### src/rtl/signed_frame_accumulator_if.sv
// signed_frame_accumulator_if: operand stream in, frame result stream out, plus abort and progress count.
interface signed_frame_accumulator_if #(parameter int WIDTH = 32);
   logic             clear;
   logic             in_valid;
   logic             in_ready;
   logic [WIDTH-1:0] in_data;
   logic             out_valid;
   logic             out_ready;
   logic [WIDTH-1:0] out_data;
   logic             out_ovf;
   logic [7:0]       count;
   modport master (output clear, in_valid, in_data, out_ready,
                   input  in_ready, out_valid, out_data, out_ovf, count);
   modport slave  (input  clear, in_valid, in_data, out_ready,
                   output in_ready, out_valid, out_data, out_ovf, count);
endinterface

### src/rtl/signed_frame_accumulator.sv
// signed_frame_accumulator: sums FRAME_LEN signed samples per frame with sign-rule overflow detection,
// saturating or wrapping, and holds each frame result on a valid/ready output.
module signed_frame_accumulator #(
   parameter int WIDTH     = 32,
   parameter int FRAME_LEN = 4,
   parameter int SAT       = 1
) (
   input logic                        clk,
   input logic                        rst_n,
   signed_frame_accumulator_if.slave  bus
);
   localparam logic [0:0] ACCUM = 1'b0;
   localparam logic [0:0] HOLD  = 1'b1;

   logic [0:0]       state_q, state_d;
   logic [WIDTH-1:0] acc_q, acc_d, od_q, od_d, sum, rail, acc_nx;
   logic [7:0]       cnt_q, cnt_d, cnt_nx;
   logic             ovf_q, ovf_d, oo_q, oo_d, of, take, done, last;

   always_comb begin
      take   = bus.in_valid & (state_q == ACCUM);
      done   = (state_q == HOLD) & bus.out_ready;
      sum    = acc_q + bus.in_data;
      of     = (acc_q[WIDTH-1] == bus.in_data[WIDTH-1]) & (sum[WIDTH-1] != acc_q[WIDTH-1]);
      rail   = acc_q[WIDTH-1] ? {1'b1, {(WIDTH-1){1'b0}}} : {1'b0, {(WIDTH-1){1'b1}}};
      acc_nx = (of && SAT != 0) ? rail : sum;
      cnt_nx = cnt_q + 8'd1;
      last   = cnt_nx == 8'(FRAME_LEN);
      state_d = bus.clear ? ACCUM : (take & last) ? HOLD : done ? ACCUM : state_q;
      acc_d   = (bus.clear | done) ? '0 : take ? acc_nx : acc_q;
      cnt_d   = (bus.clear | done) ? '0 : take ? cnt_nx : cnt_q;
      ovf_d   = (bus.clear | done) ? 1'b0 : take ? (ovf_q | of) : ovf_q;
      od_d    = (!bus.clear & take & last) ? acc_nx : od_q;
      oo_d    = (!bus.clear & take & last) ? (ovf_q | of) : oo_q;
   end

   always_ff @(posedge clk or negedge rst_n) begin
      if (!rst_n) begin
         state_q <= ACCUM;
         acc_q   <= '0;
         cnt_q   <= '0;
         ovf_q   <= 1'b0;
         od_q    <= '0;
         oo_q    <= 1'b0;
      end else begin
         state_q <= state_d;
         acc_q   <= acc_d;
         cnt_q   <= cnt_d;
         ovf_q   <= ovf_d;
         od_q    <= od_d;
         oo_q    <= oo_d;
      end
   end

   assign bus.in_ready  = state_q == ACCUM;
   assign bus.out_valid = state_q == HOLD;
   assign bus.out_data  = od_q;
   assign bus.out_ovf   = oo_q;
   assign bus.count     = cnt_q;
endmodule

### src/flat_wrapper.sv
// flat-port wrapper written by rule: the top's interface ports become plain ports
module signed_frame_accumulator_flat 
#(
   parameter int WIDTH     = 32,
   parameter int FRAME_LEN = 4,
   parameter int SAT       = 1
)
  (clk, rst_n, bus_clear, bus_in_valid, bus_in_data, bus_out_ready, bus_in_ready, bus_out_valid, bus_out_data, bus_out_ovf, bus_count);
  signed_frame_accumulator_if #(.WIDTH(WIDTH)) bus_i ();
  input logic clk;
  input logic rst_n;
  input wire logic [$bits(bus_i.clear)-1:0] bus_clear;
  input wire logic [$bits(bus_i.in_valid)-1:0] bus_in_valid;
  input wire logic [$bits(bus_i.in_data)-1:0] bus_in_data;
  input wire logic [$bits(bus_i.out_ready)-1:0] bus_out_ready;
  output wire logic [$bits(bus_i.in_ready)-1:0] bus_in_ready;
  output wire logic [$bits(bus_i.out_valid)-1:0] bus_out_valid;
  output wire logic [$bits(bus_i.out_data)-1:0] bus_out_data;
  output wire logic [$bits(bus_i.out_ovf)-1:0] bus_out_ovf;
  output wire logic [$bits(bus_i.count)-1:0] bus_count;
  assign bus_i.clear = bus_clear;
  assign bus_i.in_valid = bus_in_valid;
  assign bus_i.in_data = bus_in_data;
  assign bus_i.out_ready = bus_out_ready;
  assign bus_in_ready = bus_i.in_ready;
  assign bus_out_valid = bus_i.out_valid;
  assign bus_out_data = bus_i.out_data;
  assign bus_out_ovf = bus_i.out_ovf;
  assign bus_count = bus_i.count;
  signed_frame_accumulator #(.WIDTH(WIDTH), .FRAME_LEN(FRAME_LEN), .SAT(SAT)) u_core (.clk(clk), .rst_n(rst_n), .bus(bus_i));
endmodule
### config.mk
export PLATFORM = sky130hd
export DESIGN_NAME = signed_frame_accumulator_flat
export DESIGN_NICKNAME = d
export VERILOG_FILES = /design/src/rtl/signed_frame_accumulator_if.sv /design/src/rtl/signed_frame_accumulator.sv /design/src/flat_wrapper.sv
export SDC_FILE = /design/constraint.sdc
export NUM_CORES = 1
export LEC_CHECK = 0
export ABC_AREA = 1
export BUFFER_PORTS_ARGS = -buffer_cell sky130_fd_sc_hd__clkbuf_2
export CAP_MARGIN = 40
export CORE_AREA = 2 2 102 104
export CTS_BUF_LIST = sky130_fd_sc_hd__clkbuf_8 sky130_fd_sc_hd__clkbuf_16
export DETAILED_ROUTE_END_ITERATION = 7
export DIE_AREA = 0 0 104 106
export PLACE_DENSITY = 0.8
export SLEW_MARGIN = 20
export SYNTH_ARGS = -nofsm -noshare
export SYNTH_HDL_FRONTEND = slang
export SYNTH_SLANG_ARGS = --single-unit
### constraint.sdc
create_clock -name clk -period 2.5 [get_ports clk]
set_clock_uncertainty 0.2 [all_clocks]
set_input_delay 0.5 -clock clk [delete_from_list [all_inputs] [get_ports clk]]
set_output_delay 0.5 -clock clk [all_outputs]
set_load 0.005 [all_outputs]
==> reports/metrics.csv <==
stage,metric,value,unit
routing,wire_per_inst,13.0,µm
worst_hold_path,hold_path_class,in2reg,
clock_network,cts_inserted_buffers,9,
critical_path,path_class,reg2reg,
grt,grt-ovfl-total,0,
critical_path,slowest_delay,0.39,ns
place,gp_congestion,0.939,
yosys,synth_top_area_cell,dfrtp_1,
floorplan,fp.dieW,104,µm
yosys,synth.distinct_cells,31,
critical_path,r2r_cells,13,
critical_path,startpoint,u_core.acc_q[18],
timing,max_slew_margin,0.716,
yosys,synth_top_area_share,0.329,
critical_path,timing.rr.end,u_core.acc_q[10],
layout,drive_gt1_frac,0.181,
floorplan,row_count,37,
critical_path,crit_family,simple AND/OR/NAND/NOR gates,
critical_path,crit-reg2reg-launch,u_core.acc_q[18],
power,power.density,623,nW/µm²
place,dpl.hpwl,11200,µm
floorplan,coreArea,10000,µm²
yosys,synthTopCellsByCount,"nand2_1, inv_1, dfrtp_1",
floorplan,start_util,0.571,
routing,final_antenna_net_count,0,
place,io_buffers,79,
run_status,status,completed,
yosys,ys.flop_type,dfrtp_1,
place,post-place-ws,-0.124,ns
routing,drt-pass1-iter-count,5,
critical_path,crit_path_start_kind,flop,
layout,antenna_cells,0,
power,peakVddDrop,0.378,mV
layout,final_util,0.708,
timing,finalHoldViolCount,0,
routing,vias_per_cell,4.91,
yosys,synth-seq-cells,75,
job,cap_violations,0,
yosys,yosysSeqAreaShare,0.329,
grt,grt_first_pass_wirelength,24800,µm
floorplan,ios,80,
yosys,syn-instance-count,917,
critical_path,r2r_slack,0.13,ns
yosys,synthArstFlopShare,1.00,
clock_network,cts_tree,built,
yosys,synth_most_common_cell,nand2_1,
yosys,yosys_warnings,0,
clock_network,clock_sinks,75,
grt,grt_pass1_vias,5333,
clock_network,clock_latency,0.37,ns
timing,rsz0062_at_grt,no,
routing,drcViolationCount,0,
timing,worst_pin_slew,0.426,ns
timing,setup_ws,0.134,ns
critical_path,worstPathArrival,2.48,ns
critical_path,cp_max_fo,6,
yosys,netlist_top_cells_area,"dfrtp_1, nand2_1, inv_1",
timing,fmax,423,MHz
floorplan,die-height,106,µm
routing,vias,5823,
grt,track_usage,0.278,
yosys,synth_area,5710,µm²
power,power.leakage,4.52,nW
critical_path,crit_buf_inv,3,
routing,wl,15400,µm
critical_path,crit_chain,"ha_1, nand2_1, buf_4, nor2_1, inv_1, nor2_2, nand3_2, nand2_2, nand2_4, clkbuf_16, nand2_1, nand2_1, nand2_1",
layout,nNetsFinal,1117,
clock_network,cts_max_path_buffers,2,
layout,syn_to_final_growth,23.9,%
critical_path,worstPathRequired,2.61,ns
grt,grt_max_degree,62,
critical_path,endpoint_kind,flop,
critical_path,crit_path_top_delay_cell,dfrtp_1,
routing,drtIter0Drc,323,
timing,min_period,2.37,ns
timing,setup_violations,0,
critical_path,cp-endpoint,u_core.acc_q[10],
yosys,postSynthAreaPerCell,6.23,µm²
yosys,synth_edf_count,0,
critical_path,cpMostUsedCell,nand2_1,
clock_network,path_clk_slew,0.09,ns
timing,min_period_over_period,0.947,
yosys,syn_nets,988,
floorplan,die_area,11000,µm²
clock_network,cts-root-buf,clkbuf_8,
grt,antenna_found_initial,0,
critical_path,cp.depth,13,
clock_network,htree_num_levels,3,
timing,slew_viol_final,0,
stage by stage:
stage / total power, mW / hold slack [ns] / area (µm²) / TNS (ns) / cells
detailed placement: 3.10 / 0.260 / 6560 / -3.73 / 1163
global route: 4.74 / 0.302 / 7080 / 0 / 1187
CTS: 4.30 / 0.0272 / 6810 / 0 / 1179
global placement: 3.07 / 0.259 / 6560 / -2.09 / 1163
floorplan: 2.54 / 0.00441 / 5710 / 0 / 917
finish: 4.41 / 0.271 / 7080 / 0 / 1187
area by class of cell:
cell class,count,area [µm²]
Multi-Input combinational cell,687,3330
Timing Repair Buffer,136,938
Tap cell,136,170
Clock buffer,10,138
Fill cell,936,2920
Sequential cell,75,1880
Clock inverter,6,111
Inverter,137,515
registers in the layout (all words and copies together) (netlist names):
register / cells
u_core.bus.out_valid: 1
u_core.bus.out_data: 32
u_core.ovf_q: 1
u_core.bus.out_ovf: 1
u_core.acc_q: 32
u_core.bus.count: 8
cell usage in the layout, fill, tap and decap left out, drive strengths merged:
cell type    count
nor3             5
clkinv           1
clkbuf          91
o22ai            5
o21bai           5
nand3b           2
bufinv           3
dfrtp           75
xor2            19
buf             54
nand3           31
xnor2            1
inv            139
nor2            47
a22o             1
nand4            6
fa               1
and2             2
nand2          502
a21oi           23
dlygate4sd3      1
o21ai            4
ha              33
what timing repair did:
| action | 4_1_cts | 5_1_grt |
|---|---|---|
| setup endpoints to repair | 0 | 56 |
| resized for setup | 0 | 22 |
| hold buffers | 0 | 1 |
| buffers inserted | 0 | 2 |
| endpoints found under the hold margin | 0 | 29 |
logic make-up (layout without fill, tap and decap cells):
logic type | count (synthesis) | count (layout) | synth area share
AND/OR/NAND/NOR | 595 | 595 | 0.415
XOR/XNOR | 20 | 20 | 0.0307
adder cells (fa/ha/maj) | 34 | 34 | 0.0758
AO/OA/AOI/OAI | 38 | 38 | 0.0372
buffers and inverters | 155 | 289 | 0.113
flip-flops | 75 | 75 | 0.329
metal layers:
metal / part of all wire / GRT usage / vias to the layer above
li1: - / - / 3013
met1: 0.45 / 0.371 / 2614
met2: 0.47 / 0.475 / 171
met3: 0.058 / 0.0466 / 25
met4: 0.021 / 0.0676 / 0
met5: 0 / 0 / -
worst reg2reg max path: cells and delay by family (launching register included):
family / cells / cell delay [ns]
buffers and inverters: 3 / 0.42
flip-flops: 1 / 0.39
AND/OR/NAND/NOR: 9 / 0.99
adder cells (fa/ha/maj): 1 / 0.32
where the power goes:
| group | total, mW | leakage (nW) | switching (mW) | internal [mW] |
|---|---|---|---|---|
| Clock | 1.20 | 0.129 | 0.504 | 0.695 |
| Combinational | 1.83 | 3.37 | 1.10 | 0.731 |
| Sequential | 1.39 | 1.03 | 0.0746 | 1.31 |
| Total | 4.41 | 4.52 | 1.67 | 2.74 |
how the worst min path moves through the flow:
stage,startpoint,to,cells after the start,slack (ns)
2_1_floorplan,rst_n,u_core.acc_q[0],0,0.004
3_3_place_gp,u_core.ovf_q,u_core.ovf_q,2,0.26
3_5_place_dp,u_core.ovf_q,u_core.ovf_q,2,0.26
4_1_cts,rst_n,u_core.acc_q[11],1,0.03
5_1_grt,u_core.bus.out_data[14],u_core.bus.out_data[14],2,0.30
6_report,bus_out_ready,u_core.bus.count[1],4,0.27
(Power assumes the default switching activity.)
